`src/rtl/ma_stream.sv`:
```
// Multi-channel moving-average filter with AXI-Stream handshake on both sides.
// Averages the last 2^WINDOW_LOG2 samples per interleaved channel, one output per accepted beat.
module ma_stream #(
   parameter int unsigned IN_WIDTH    = 71,
   parameter int unsigned NUM_CH      = 4,
   parameter int unsigned WINDOW_LOG2 = 2,
   parameter int unsigned CH_W        = (NUM_CH > 1) ? $clog2(NUM_CH) : 1
) (
   input  logic                clk,
   input  logic                rst,
   input  logic                en,
   input  logic                clr,
   input  logic [IN_WIDTH-1:0] s_ma_tdata,
   input  logic                s_ma_tvalid,
   input  logic                s_ma_tlast,
   output logic                s_ma_tready,
   output logic [IN_WIDTH-1:0] m_ma_tdata,
   output logic                m_ma_tvalid,
   output logic                m_ma_tlast,
   output logic [CH_W-1:0]     m_ma_tuser,
   input  logic                m_ma_tready
);

   localparam int unsigned WINDOW = 1 << WINDOW_LOG2;
   localparam int unsigned SUM_W  = IN_WIDTH + WINDOW_LOG2;

   logic [IN_WIDTH-1:0]    hist_q [NUM_CH][WINDOW];
   logic [SUM_W-1:0]       sum_q  [NUM_CH];
   logic [CH_W-1:0]        ch_q, ch_d;
   logic [WINDOW_LOG2-1:0] wp_q, wp_d;

   logic [IN_WIDTH-1:0] old_smp;
   logic [SUM_W-1:0]    cur_sum, new_sum;
   logic [IN_WIDTH-1:0] avg;
   logic                accept, offer, wrap;

   // Single output register; ready passes straight through when it drains.
   assign s_ma_tready = en & ~rst & ~clr & (~m_ma_tvalid | m_ma_tready);
   assign accept      = s_ma_tvalid & s_ma_tready;
   assign offer       = m_ma_tvalid & m_ma_tready;

   always_comb begin
      old_smp = '0;
      cur_sum = '0;
      for (int c = 0; c < NUM_CH; c++) begin
         if (ch_q == CH_W'(c)) begin
            cur_sum = sum_q[c];
            for (int w = 0; w < WINDOW; w++) begin
               if (wp_q == WINDOW_LOG2'(w)) old_smp = hist_q[c][w];
            end
         end
      end
      new_sum = cur_sum + SUM_W'($signed(s_ma_tdata)) - SUM_W'($signed(old_smp));
      // Arithmetic shift floors toward -inf; the true sum always fits IN_WIDTH after it.
      avg     = IN_WIDTH'($signed(new_sum) >>> WINDOW_LOG2);
      wrap    = s_ma_tlast | (ch_q == CH_W'(NUM_CH - 1));
      ch_d    = wrap ? '0 : ch_q + 1'b1;
      wp_d    = wrap ? wp_q + 1'b1 : wp_q;
   end

   always_ff @(posedge clk) begin
      if (rst || clr) begin
         for (int c = 0; c < NUM_CH; c++) begin
            sum_q[c] <= '0;
            for (int w = 0; w < WINDOW; w++) hist_q[c][w] <= '0;
         end
         ch_q        <= '0;
         wp_q        <= '0;
         m_ma_tvalid <= 1'b0;
         if (rst) begin
            m_ma_tdata <= '0;
            m_ma_tlast <= 1'b0;
            m_ma_tuser <= '0;
         end
      end else if (accept) begin
         for (int c = 0; c < NUM_CH; c++) begin
            if (ch_q == CH_W'(c)) begin
               sum_q[c] <= new_sum;
               for (int w = 0; w < WINDOW; w++) begin
                  if (wp_q == WINDOW_LOG2'(w)) hist_q[c][w] <= s_ma_tdata;
               end
            end
         end
         ch_q        <= ch_d;
         wp_q        <= wp_d;
         m_ma_tvalid <= 1'b1;
         m_ma_tdata  <= avg;
         m_ma_tlast  <= s_ma_tlast;
         m_ma_tuser  <= ch_q;
      end else if (offer) begin
         m_ma_tvalid <= 1'b0;
      end
   end

endmodule

```
`config.mk`:
```
export PLATFORM = sky130hd
export DESIGN_NAME = ma_stream
export DESIGN_NICKNAME = d
export VERILOG_FILES = /design/src/rtl/ma_stream.sv
export SDC_FILE = /design/constraint.sdc
export NUM_CORES = 2
export LEC_CHECK = 0
export CORE_MARGIN = 3
export CORE_UTILIZATION = 35
export CTS_CLUSTER_DIAMETER = 50
export DETAILED_ROUTE_END_ITERATION = 10
export DONT_BUFFER_PORTS = 1
export PLACE_DENSITY_LB_ADDON = 0.15
export SLEW_MARGIN = 0
export SYNTH_ARGS = -nofsm -noshare
export SYNTH_HDL_FRONTEND = slang
export SYNTH_SLANG_ARGS = --single-unit
```
`constraint.sdc`:
```
create_clock -name clk -period 9.6 [get_ports clk]
set_input_delay 0.96 -clock clk [delete_from_list [all_inputs] [get_ports clk]]
set_output_delay 0.96 -clock clk [all_outputs]
set_load 0.005 [all_outputs]
```
==> reports/qor.csv <==
stage,metric,value,unit
yosys,Post-synth EDFFs,1502,
clock_tree,clk buf depth,3,
yosys,Yosys Warn Count,0,
layout,Final Net Count,5953,
layout,"most common cell after layout, fill and taps aside",edfxtp_1,
floorplanning,Core ar.,198000,sq um
clock_tree,CTS H-tree depth,4,
yosys,most area-consuming cells after synthesis,"edfxtp_1, and3_1, nor2_1",
routing,Vias/cell,5.87,
routing,mean routed wirelength per cell,30.0,um
placement,GPL Wtd Cong,0.881,
sta,Worst Hold Margin,0.347,ns
placement,HPWL after DPL,151000,um
sta,final worst slack,1.50,ns
job,max-cap violation count,0,
placement,I/O Buffers,0,
global_routing,first-pass GRT wire length,366000,um
sta,Slew Limit Headroom,22.0,%
yosys,dominant cell type by area after synthesis,edfxtp_1,
clock_tree,# hold bufs at CTS,0,
clock_tree,TritonCTS Buffers,182,
yosys,"Cell Area, Synth",70300,sq um
sta,Fin Setup TNS,0,ns
sta,f_max,123,MHz
floorplanning,Die H,454,um
yosys,Synth Flop Type,edfxtp_1,
setup_path,R2R Path Start,wp_q[0],
sta,Tcrit/Tclk final,84.4,%
placement,Place WS,1.64,ns
layout,fin cells,8508,
sta,Fin. Hold Viols,0,
power,Comb pwr share,14.2,%
yosys,Cells after Synth,5901,
clock_tree,clk sinks,1507,
floorplanning,Die X-Extent,454,um
clock_tree,CTS tree,done,
power,Sw Pwr,4.70,mW
outcome,outcome,"complete, no violations",
yosys,async set-or-reset flop fraction in the synthesized netlist,0,%
global_routing,number of antenna violations at the first check in global routing,8,
power,P_int,12.3,mW
clock_tree,Clock Latency Late Sink,0.84,ns
power,Net Sw Frac,27.7,%
placement,DP Cell Count,8177,
clock_tree,post-CTS sizing,0,
clock_tree,Clock transition at path regs,0.06,ns
layout,Filler Cell Count,18684,
yosys,Yosys reg bits,1507,
setup_path,Startpoint Class,flip-flop,
floorplanning,Starting Density,35.4,%
routing,1st-pass router iterations,7,
setup_path,crit path capture type,flip-flop,
setup_path,CP startpoint,wp_q[0],
global_routing,largest net degree at the start of global routing,135,
routing,routed wire length,256000,um
routing,Antenna Violating Nets Remaining,0,
hold_path,HP Class,in2reg,
global_routing,Overflow after GRT,0,
setup_path,Worst Setup Path Type,reg2reg,
power,worst vdd ir,172,uV
setup_path,CP required,10.14,ns
setup_path,WP data arrival,8.64,ns
routing,Detailed Route Iter0 Violations,5334,
setup_path,Crit Path Max Fanout,80,
setup_path,R2R setup slack,1.50,ns
yosys,Syn Nets,6133,
clock_tree,Post CTS Setup Buffer Count,0,
setup_path,Worst R2R End,sum_q[1][69],
power,sequential share of power,45.3,%
layout,Area Overhead vs Synth,12.8,%
routing,met3 routed WL,16400,um
power,Clk pwr share,40.6,%
global_routing,vias in the first global route,48423,
placement,DP Area,73400,sq um
sta,RSZ-0062 raised after global routing,no,
sta,Max Slew Vio Count,0,
routing,Via Count,49905,
sta,Worst Max-Slew Pin Slew,1.17,ns
yosys,synth unique cells,77,
power,static leakage,30.8,nW
hold_path,worst hold path cell count,2,
routing,WL met2,122000,um
sta,Period minus WS final,8.10,ns
layout,"commonest cells after routing, fill and taps aside","edfxtp_1, nor2_1, and3_1",
floorplanning,DIE AREA,206000,sq um
clock_tree,root buffer cell,clkbuf_16,
sta,worst clock skew,0.0426,ns
yosys,register area share after synthesis,64.3,%
global_routing,Total GRT Usage,24.3,%
floorplanning,# rows,163,
yosys,share of the synthesized area in the top cell type,64.2,%
layout,fin area,79300,sq um
yosys,Mapped Avg Cell Area,11.9,sq um
layout,share of layout cells above drive strength 1,8.18,%
setup_path,crit path capture,sum_q[1][69],
power,pwr/cell area,214,nW/um^2
routing,drt drc,0,
routing,WL met1,108000,um
sta,final setup vio count,0,
floorplanning,number of top-level pins,154,
routing,DR top layer,met4,
setup_path,R2R depth,26,
[sequential cells by signal, summed over array words and instances, names as in the netlist]
signal,flops
m_ma_tdata,71
sum_q,292
m_ma_tuser,2
ch_q,2
wp_q,2
m_ma_tvalid,1
hist_q,1136
m_ma_tlast,1
[metrics by stage]
step / power [mW] / utilization (%)
after floorplan: 9.33 / -
after global placement: 10.2 / 37.0
after detailed placement: 10.2 / 37.0
after CTS: 17.0 / 40.0
after global routing: 17.5 / 40.0
final: 17.0 / 40.0
[worst min path at each step]
stage / from / slack [ns] / end
6_report: m_ma_tready / 0.35 / m_ma_tvalid
2_1_floorplan: ch_q[0] / 0.45 / ch_q[0]
3_3_place_gp: m_ma_tvalid / 0.51 / m_ma_tvalid
5_1_grt: s_ma_tlast / 0.31 / m_ma_tlast
3_5_place_dp: m_ma_tvalid / 0.51 / m_ma_tvalid
4_1_cts: m_ma_tready / 0.29 / m_ma_tvalid
[power groups by stage]
stage | Clock [mW] | Sequential (mW) | Combinational, mW
2_1_floorplan | 0 | 7.81 | 1.52
3_3_place_gp | 0 | 7.82 | 2.37
3_5_place_dp | 0 | 7.82 | 2.37
4_1_cts | 6.96 | 7.69 | 2.39
5_1_grt | 7.23 | 7.71 | 2.61
6_report | 6.88 | 7.68 | 2.40
[area by class of cell]
type	instances	area [sq um]	share of cell area, %
clock buffer	220	4720	5.95
tap	2640	3300	4.17
sequential	1507	45200	57.0
antenna	1	2.50	0.00316
clock inverter	110	1190	1.51
multi-input combinational	3857	23400	29.6
inverter	38	153	0.193
timing repair buffer	135	1260	1.59
[logic make-up after synthesis]
kind of cell,synth area share [%]
simple gates,14.7
flops,64.3
compound gates,13.4
buf+inv,2.91
fa+ha+maj,3.51
xor+xnor,0.860
mux,0.258
[synthesized netlist by cell type (72+ instances only)]
library cell / number
edfxtp_1: 1502
nor2_1: 681
and3_1: 640
nand2_1: 525
clkbuf_1: 412
o21ai_0: 402
a21oi_1: 350
a221oi_1: 176
nor3_1: 88
and2_1: 85
ha_1: 82
o22ai_1: 80
fa_1: 72
[worst max-delay path, stage by stage (launching register included)]
cell      delay, ns
dfxtp_1        0.39
inv_1          0.19
ha_4           0.37
nor2b_4        0.74
buf_12         0.48
a221oi_1       0.17
o31ai_1        0.24
nand2_1        0.11
o211ai_1       0.18
o21ai_0        0.10
o21ai_0        0.16
o221ai_1       0.15
o22ai_1        0.25
a221oi_1       0.23
fa_1           0.49
ha_1           0.42
a21oi_1        0.36
o21bai_1       0.17
a221oi_1       0.39
o311ai_0       0.37
nor2_2         0.19
buf_4          0.19
o31ai_4        0.12
a311oi_1       0.59
o21bai_1       0.14
xnor2_1        0.41
nor2_1         0.09
[metal layers]
metal / global-route usage (%) / vias to the layer above
li1: - / 22012
met1: 32.8 / 25596
met2: 39.8 / 1907
met3: 3.83 / 390
met4: 8.74 / 0
met5: 0 / -
(Power assumes the default switching activity.)
